===== src/rtl/matmul_gen.sv =====
// Matrix-multiply engine: Z[MxN] = X[MxK] * Y[KxN], optionally Z += X*Y, over three 1-cycle SRAMs.
// Define MATMUL_SAT_EN to saturate results to the element range; otherwise results wrap.
module matmul_gen #(
    parameter int unsigned DATA_WIDTH = 32,
    parameter int unsigned ACC_WIDTH  = 64,
    parameter int unsigned M          = 8,
    parameter int unsigned K          = 8,
    parameter int unsigned N          = 8,
    localparam int unsigned XA_W      = (M * K > 1) ? $clog2(M * K) : 1,
    localparam int unsigned YA_W      = (K * N > 1) ? $clog2(K * N) : 1,
    localparam int unsigned ZA_W      = (M * N > 1) ? $clog2(M * N) : 1
) (
    input  logic                  clock,
    input  logic                  reset,
    input  logic                  start,
    input  logic                  signed_mode,
    input  logic                  acc_mode,
    output logic                  busy,
    output logic                  done,
    output logic [XA_W-1:0]       x_addr,
    input  logic [DATA_WIDTH-1:0] x_dout,
    output logic [YA_W-1:0]       y_addr,
    input  logic [DATA_WIDTH-1:0] y_dout,
    output logic [ZA_W-1:0]       z_addr,
    input  logic [DATA_WIDTH-1:0] z_dout,
    output logic [DATA_WIDTH-1:0] z_din,
    output logic                  z_wr_en
);

    localparam int unsigned PW = 2 * DATA_WIDTH;
    localparam int unsigned IW = (M > 1) ? $clog2(M) : 1;
    localparam int unsigned JW = (N > 1) ? $clog2(N) : 1;
    localparam int unsigned KW = (K > 1) ? $clog2(K) : 1;

    typedef enum logic [1:0] {StIdle, StFetch, StMac, StWrite} state_t;

    state_t                r_state;
    logic [IW-1:0]         r_i;
    logic [JW-1:0]         r_j;
    logic [KW-1:0]         r_k;
    logic [XA_W-1:0]       r_xbase;
    logic [ZA_W-1:0]       r_zidx;
    logic                  r_signed;
    logic                  r_acc_mode;
    logic [ACC_WIDTH-1:0]  r_acc;
    logic                  r_busy;
    logic                  r_done;
    logic [XA_W-1:0]       r_x_addr;
    logic [YA_W-1:0]       r_y_addr;
    logic [ZA_W-1:0]       r_z_addr;
    logic [DATA_WIDTH-1:0] r_z_din;
    logic                  r_z_wr_en;

    logic [PW-1:0]         w_x_ext;
    logic [PW-1:0]         w_y_ext;
    logic [PW-1:0]         w_prod;
    logic [ACC_WIDTH-1:0]  w_prod_ext;
    logic [ACC_WIDTH-1:0]  w_z_ext;
    logic [ACC_WIDTH-1:0]  w_acc_base;
    logic [ACC_WIDTH-1:0]  w_acc_sum;
    logic [DATA_WIDTH-1:0] w_result;
    logic                  w_last_i;
    logic                  w_last_j;
    logic                  w_last_k;
    logic                  w_adv_k;
    logic [JW-1:0]         w_j_nxt;
    logic [XA_W-1:0]       w_xbase_nxt;
    logic [ZA_W-1:0]       w_zidx_nxt;

    // Product of the two 2*DATA_WIDTH extended operands is exact modulo 2^PW in both modes.
    always_comb begin
        if (r_signed) begin
            w_x_ext = PW'($signed(x_dout));
            w_y_ext = PW'($signed(y_dout));
            w_z_ext = ACC_WIDTH'($signed(z_dout));
        end else begin
            w_x_ext = PW'(x_dout);
            w_y_ext = PW'(y_dout);
            w_z_ext = ACC_WIDTH'(z_dout);
        end
        w_prod = w_x_ext * w_y_ext;
        if (r_signed) begin
            w_prod_ext = ACC_WIDTH'($signed(w_prod));
        end else begin
            w_prod_ext = ACC_WIDTH'(w_prod);
        end
        if (r_k == '0) begin
            w_acc_base = r_acc_mode ? w_z_ext : '0;
        end else begin
            w_acc_base = r_acc;
        end
        w_acc_sum = w_acc_base + w_prod_ext;
    end

`ifdef MATMUL_SAT_EN
    logic [ACC_WIDTH-DATA_WIDTH:0]   w_hi_s;
    logic [ACC_WIDTH-DATA_WIDTH-1:0] w_hi_u;

    always_comb begin
        w_hi_s = w_acc_sum[ACC_WIDTH-1:DATA_WIDTH-1];
        w_hi_u = w_acc_sum[ACC_WIDTH-1:DATA_WIDTH];
        w_result = w_acc_sum[DATA_WIDTH-1:0];
        if (r_signed) begin
            if (!((&w_hi_s) || !(|w_hi_s))) begin
                w_result = w_acc_sum[ACC_WIDTH-1] ? {1'b1, {(DATA_WIDTH-1){1'b0}}}
                                                  : {1'b0, {(DATA_WIDTH-1){1'b1}}};
            end
        end else if (w_acc_sum[ACC_WIDTH-1]) begin
            w_result = '0;
        end else if (|w_hi_u) begin
            w_result = '1;
        end
    end
`else
    assign w_result = w_acc_sum[DATA_WIDTH-1:0];
`endif

    always_comb begin
        w_last_i    = (r_i == IW'(M - 1));
        w_last_j    = (r_j == JW'(N - 1));
        w_last_k    = (r_k == KW'(K - 1));
        // Next MAC cycle presents operand k+2; hold the last valid address past the row end.
        w_adv_k     = (32'(r_k) + 32'd2) < K;
        w_j_nxt     = w_last_j ? '0 : r_j + JW'(1);
        w_xbase_nxt = w_last_j ? r_xbase + XA_W'(K) : r_xbase;
        w_zidx_nxt  = r_zidx + ZA_W'(1);
    end

    always_ff @(posedge clock or negedge reset) begin
        if (!reset) begin
            r_state    <= StIdle;
            r_i        <= '0;
            r_j        <= '0;
            r_k        <= '0;
            r_xbase    <= '0;
            r_zidx     <= '0;
            r_signed   <= 1'b0;
            r_acc_mode <= 1'b0;
            r_acc      <= '0;
            r_busy     <= 1'b0;
            r_done     <= 1'b0;
            r_x_addr   <= '0;
            r_y_addr   <= '0;
            r_z_addr   <= '0;
            r_z_din    <= '0;
            r_z_wr_en  <= 1'b0;
        end else begin
            r_done <= 1'b0;
            unique case (r_state)
                StIdle: begin
                    // The done cycle is still the tail of WRITE, so start is refused there.
                    if (start && !r_done) begin
                        r_signed   <= signed_mode;
                        r_acc_mode <= acc_mode;
                        r_i        <= '0;
                        r_j        <= '0;
                        r_k        <= '0;
                        r_xbase    <= '0;
                        r_zidx     <= '0;
                        r_acc      <= '0;
                        r_x_addr   <= '0;
                        r_y_addr   <= '0;
                        r_z_addr   <= '0;
                        r_busy     <= 1'b1;
                        r_state    <= StFetch;
                    end
                end
                StFetch: begin
                    r_k     <= '0;
                    r_state <= StMac;
                    if (K > 1) begin
                        r_x_addr <= r_x_addr + XA_W'(1);
                        r_y_addr <= r_y_addr + YA_W'(N);
                    end
                end
                StMac: begin
                    r_acc <= w_acc_sum;
                    if (w_last_k) begin
                        r_state   <= StWrite;
                        r_x_addr  <= '0;
                        r_y_addr  <= '0;
                        r_z_addr  <= r_zidx;
                        r_z_din   <= w_result;
                        r_z_wr_en <= 1'b1;
                    end else begin
                        r_k <= r_k + KW'(1);
                        if (w_adv_k) begin
                            r_x_addr <= r_x_addr + XA_W'(1);
                            r_y_addr <= r_y_addr + YA_W'(N);
                        end
                    end
                end
                StWrite: begin
                    r_z_wr_en <= 1'b0;
                    r_z_din   <= '0;
                    r_acc     <= '0;
                    r_j       <= w_j_nxt;
                    r_xbase   <= w_xbase_nxt;
                    r_zidx    <= w_zidx_nxt;
                    if (w_last_j) begin
                        r_i <= r_i + IW'(1);
                    end
                    if (w_last_i && w_last_j) begin
                        r_state  <= StIdle;
                        r_busy   <= 1'b0;
                        r_done   <= 1'b1;
                        r_x_addr <= '0;
                        r_y_addr <= '0;
                        r_z_addr <= '0;
                    end else begin
                        r_state  <= StFetch;
                        r_x_addr <= w_xbase_nxt;
                        r_y_addr <= YA_W'(w_j_nxt);
                        r_z_addr <= r_acc_mode ? w_zidx_nxt : '0;
                    end
                end
                default: r_state <= StIdle;
            endcase
        end
    end

    assign busy    = r_busy;
    assign done    = r_done;
    assign x_addr  = r_x_addr;
    assign y_addr  = r_y_addr;
    assign z_addr  = r_z_addr;
    assign z_din   = r_z_din;
    assign z_wr_en = r_z_wr_en;

endmodule


===== config.mk =====
export PLATFORM = sky130hd
export DESIGN_NAME = matmul_gen
export DESIGN_NICKNAME = d
export VERILOG_FILES = /design/src/rtl/matmul_gen.sv
export SDC_FILE = /design/constraint.sdc
export NUM_CORES = 2
export LEC_CHECK = 0
export CAP_MARGIN = 40
export CORE_UTILIZATION = 30
export DETAILED_ROUTE_END_ITERATION = 10
export DONT_BUFFER_PORTS = 1
export MAX_ROUTING_LAYER = met4
export PLACE_DENSITY = 0.54
export SLEW_MARGIN = 20
export SYNTH_ARGS = -nofsm -noshare
export SYNTH_HDL_FRONTEND = slang
export SYNTH_SLANG_ARGS = --single-unit

===== constraint.sdc =====
create_clock -name clock -period 12.3 [get_ports clock]
set_input_delay 2.46 -clock clock [delete_from_list [all_inputs] [get_ports clock]]
set_output_delay 2.46 -clock clock [all_outputs]
set_load 0.01 [all_outputs]

After elaboration in Yosys (flattened, before gate mapping)
Index checks and enable logic that the tools add are counted.
{"block": "classes", "add_sub_neg": 9, "n_mul": 1, "order_cmp": 1, "n_eq_ne": 12, "mux": 43, "reduce_logical": 19}
{"cell": "64-bit two-way mux", "count": 6}
{"cell": "64-bit case mux with 3 select lines", "count": 1}
{"cell": "64-bit adder", "count": 1}
{"cell": "64-bit by 64-bit multiplier with 64-bit output", "count": 1}
{"cell": "32-bit case mux with 2 select lines", "count": 1}
{"cell": "6-bit two-way mux", "count": 10}
{"cell": "6-bit case mux with 4 select lines", "count": 2}
{"cell": "32-bit two-way mux", "count": 1}
{"cell": "6-bit case mux with 2 select lines", "count": 2}
{"cell": "6-bit case mux with 3 select lines", "count": 1}
{"cell": "3-bit two-way mux", "count": 5}
{"cell": "6-bit by 1-bit adder with 6-bit output, second input constant", "count": 2}
{"cell": "6-bit by 4-bit adder with 6-bit output, second input constant", "count": 2}
{"cell": "3-bit case mux with 2 select lines", "count": 2}
{"cell": "2-bit AND reduction", "count": 6}
{"cell": "3-bit AND reduction", "count": 4}
{"cell": "2-bit inequality test, second input constant", "count": 5}
{"cell": "3-bit by 1-bit adder with 3-bit output, second input constant", "count": 3}
{"cell": "3-bit equality test, second input constant", "count": 3}
{"cell": "3-bit case mux with 3 select lines", "count": 1}
{"cell": "2-bit case mux with 4 select lines", "count": 1}
{"cell": "1-bit two-way mux", "count": 6}
{"cell": "3-bit nonzero test", "count": 2}
{"cell": "3-bit by 2-bit adder with 4-bit output, second input constant", "count": 1}
{"cell": "11 further kinds", "count": 16}
{"block": "totals", "ff_bits": 142, "input_bits": 101, "out_inout_bits": 53, "word_cells": 101}

Longest topological paths before layout
{"block": "logic_depth", "ltp_word": 6, "depth_mapped": 31, "depth_no_buf": 28}

Worst setup path after synthesis
Ideal clock, no wire load.
{"block": "synth_path", "kind": "input port to flip-flop", "from": "input y_dout[3]", "to": "register r_acc[30]", "setup_time_ns": 0.122, "arrival_time_ns": 9.834, "required_ns": 12.178, "setup_slack_ns": 2.344, "cell_stages": 27, "path_buffers": 2, "path_cell_list": "clkbuf_1 buf_1 nand2_1 fa_1 fa_1 inv_1 fa_1 fa_1 fa_1 inv_1 fa_1 inv_1 ha_1 ha_1 fa_1 inv_1 fa_1 inv_1 ha_1 and2_1 a2111o_1 or3_1 o21ai_1 a2111oi_4 o211ai_2 nand3_1 a32o_1"}
{"block": "synth_via", "elab_chain_cells": 4}
{"element": "from (decl)", "line_no": "23", "text": "input logic [DATA_WIDTH-1:0] y_dout,"}
{"element": "64-bit two-way mux", "line_no": "72", "text": "if (r_signed) begin"}
{"element": "64-bit by 64-bit multiplier with 64-bit output", "line_no": "81", "text": "w_prod = w_x_ext * w_y_ext;"}
{"element": "64-bit adder", "line_no": "92", "text": "w_acc_sum = w_acc_base + w_prod_ext;"}
{"element": "64-bit case mux with 3 select lines", "line_no": "149", "text": "unique case (r_state)"}
{"element": "to (signal assigned)", "line_no": "177", "text": "r_acc <= w_acc_sum;"}
{"element": "to (decl)", "line_no": "45", "text": "logic [ACC_WIDTH-1:0] r_acc;"}
No other way between the ends.
A chain may end at the register's enable or synchronous reset.

Worst setup path in the final report
{"block": "layout_path", "from": "input y_dout[9]", "to": "register r_acc[31]"}
Same word-level chain as after synthesis.

==> flow_metrics.env <==
export IMPL_synth_top_area_frac=0.388
export IMPL_cts_hold_fix_buffers=0
export IMPL_rr_endpoint="r_acc[31]"
export IMPL_ys_flop_type="dfrtp_1"
export IMPL_finalHoldViolCount=0
export IMPL_ant_nets=0
export IMPL_yosysMostFrequentCell="inv_1"
export IMPL_fmax_mhz=99.9
export IMPL_ios=154
export IMPL_synth_area_leaders="fa_1 (39%), dfrtp_1 (12%), ha_1 (11%)"
export IMPL_hold_class="reg2reg"
export IMPL_required_ns=12.60
export IMPL_clock_sinks=106
export IMPL_drive_above_1_share=0.0173
export IMPL_num_fill_cells=7672
export IMPL_via_per_inst=4.73
export IMPL_crit_fanout=23
export IMPL_coreArea_um2=73500
export IMPL_worst_setup_path_type="in2reg"
export IMPL_rows=99
export IMPL_skew_ns=0.0170
export IMPL_crit_path_end_kind="flop"
export IMPL_crit_path_top_delay_cell="fa_1"
export IMPL_tns_ns=0
export IMPL_syn_nets=3195
export IMPL_worst_skew_pair_late_latency_ns=0.39
export IMPL_cts_tree="yes"
export IMPL_routedWlPerCell_um=19.7
export IMPL_worst_slew_pin_slew_ns=0.706
export IMPL_die_x_um=275
export IMPL_setup_viol=0
export IMPL_holdCritStartpoint="r_acc[1]"
export IMPL_maxCapViolCount=0
export IMPL_post_cts_setup_buffers=0
export IMPL_met2_usage=0.299
export IMPL_syn_area_per_cell_um2=9.09
export IMPL_cts_resized=0
export IMPL_drt_total_wl_um=66000
export IMPL_regToRegSetupSlack_ns=5.40
export IMPL_fin_cells=3346
export IMPL_track_usage=0.189
export IMPL_grt_max_degree=107
export IMPL_postSynth_asyncResetShare=1.00
export IMPL_grt_pass1_vias=16700
export IMPL_gr_max_usage_layer="met2"
export IMPL_syn_inst=2465
export IMPL_min_period_ns=10.01
export IMPL_clock_tree_root_cell="clkbuf_16"
export IMPL_initial_utilization=0.305
export IMPL_critPathMaxStageDelay_ns=0.55
export IMPL_timing_final_crit_share=0.814
export IMPL_status="finished clean"
export IMPL_whs_ns=0.471
export IMPL_netlist_top_cells_count="inv_1 (525), fa_1 (434), nand2_1 (352)"
export IMPL_drt_iter0_drc=965
export IMPL_r2r_cells=26
export IMPL_synth_edf_count=0
export IMPL_gp_congestion=0.829
export IMPL_drcViolationCount=0
export IMPL_ys_seq_area_frac=0.118
export IMPL_gr_usage_met1=0.240
export IMPL_grt_first_pass_wirelength_um=104000
export IMPL_finalMaxSlewViolations=0
export IMPL_die_y_um=275
export IMPL_r2r_start="r_k[0]"
export IMPL_hold_path_depth=2
export IMPL_slew_headroom=0.528
export IMPL_dr_pass1_iters=6
export IMPL_cpMostUsedCell="fa_1"
export IMPL_use_met3=0.0551
export IMPL_antenna_found_initial=15
export IMPL_dp_hpwl_um=51300
export IMPL_ys_types=56
export IMPL_synth_area_leader_cell="fa_1"
export IMPL_ys_ff_latch=106
export IMPL_synth_area_um2=22400
export IMPL_finalNetCount=3097
export IMPL_grt_overflow=0
export IMPL_htree_levels=3
export IMPL_vias=15800
export IMPL_dp_cells=3315
export IMPL_die_area_um2=75800
export IMPL_clk_pin_slew_ns=0.09
export IMPL_yosys_warnings=0
export IMPL_numCtsBuffers=9
export IMPL_io_buffers=0
export IMPL_whs_endpoint="r_acc[1]"
export IMPL_syn2layout_area_growth_pct=5.45
export IMPL_crit_arrival_ns=10.30
export IMPL_cp_start_kind="input pin"
export IMPL_cts_buffer_depth=2
export IMPL_rsz0062_at_grt="no"
## cells by family (layout without fill, tap and decap cells)
kind of cell / after synthesis / after routing / share of synthesized area
AOI/OAI and AO/OA: 212 / 212 / 0.0678
xor gates and xnor gates: 95 / 95 / 0.0371
adders and majority gates: 629 / 629 / 0.496
buffers and inverters: 644 / 551 / 0.108
DFF: 106 / 106 / 0.118
muxes: 4 / 4 / 0.00190
other: 0 / 15 / 0
and+or+nand+nor: 775 / 775 / 0.170
## area by class of cell
cell class                 count  area [µm²]  area share
sequential                   106        2650       0.112
clock inverter                 7        76.3     0.00323
multi-input combinational   1715       17400       0.735
tap                          959        1200      0.0508
timing repair buffer           9         108     0.00455
inverter                     526        1970      0.0835
clock buffer                   9         225     0.00953
antenna                       15        37.5     0.00159
## critical path, delay by kind of cell
| kind | cells | cell delay (ns) |
|---|---|---|
| AO/OA/AOI/OAI | 7 | 1.79 |
| XOR/XNOR | 1 | 0.20 |
| adder cells (fa/ha/maj) | 11 | 5.22 |
| buffers and inverters | 6 | 0.31 |
| AND/OR/NAND/NOR | 2 | 0.32 |
## worst max-delay path by stage
stage	cells past startpoint	to	startpoint	slack [ns]
finish	27	r_acc[31]	y_dout[9]	2.29
global route	27	r_acc[31]	y_dout[9]	1.97
CTS	27	r_acc[31]	y_dout[9]	2.36
detailed placement	27	r_acc[31]	y_dout[9]	1.98
global placement	27	r_acc[31]	y_dout[9]	1.93
floorplan	27	r_acc[30]	y_dout[3]	2.34
## metrics by stage
step	area, µm²	utilization	worst slack [ns]
final	23600	0.322	2.29
after global routing	23600	0.322	1.97
after CTS	23600	0.321	2.36
after detailed placement	23300	0.317	1.98
after global placement	23200	0.316	1.93
after floorplan	22400	-	2.34
## layout by cell type, fill, tap and decap left out, types with 10 or more instances in the layout
cell type	count
nand2_1	352
a21oi_1	31
nand3_1	41
ha_1	195
nor2b_1	10
dfrtp_1	106
o31ai_1	10
diode_2	15
fa_1	434
inv_1	525
o21ai_0	48
a21o_1	13
nor2_1	39
a22o_1	61
and2_1	289
xor2_1	18
xnor2_1	77
and3_1	17
## routing by layer
layer  wire, µm  share of wire
met5          0              0
met2      31700           0.48
met3       5050          0.077
met1      28100           0.43
met4       1120          0.017
## registers in the layout, summed over array words and instances, names as in the netlist, 2 cells and up
signal	cells
r_acc	32
r_i	3
r_j	3
r_k	3
r_state	2
r_xbase	3
r_zidx	6
x_addr	6
y_addr	6
z_addr	6
z_din	32
Power is not shown: default switching activity piles up to over one toggle a cycle in this logic, so the estimate is an artifact.
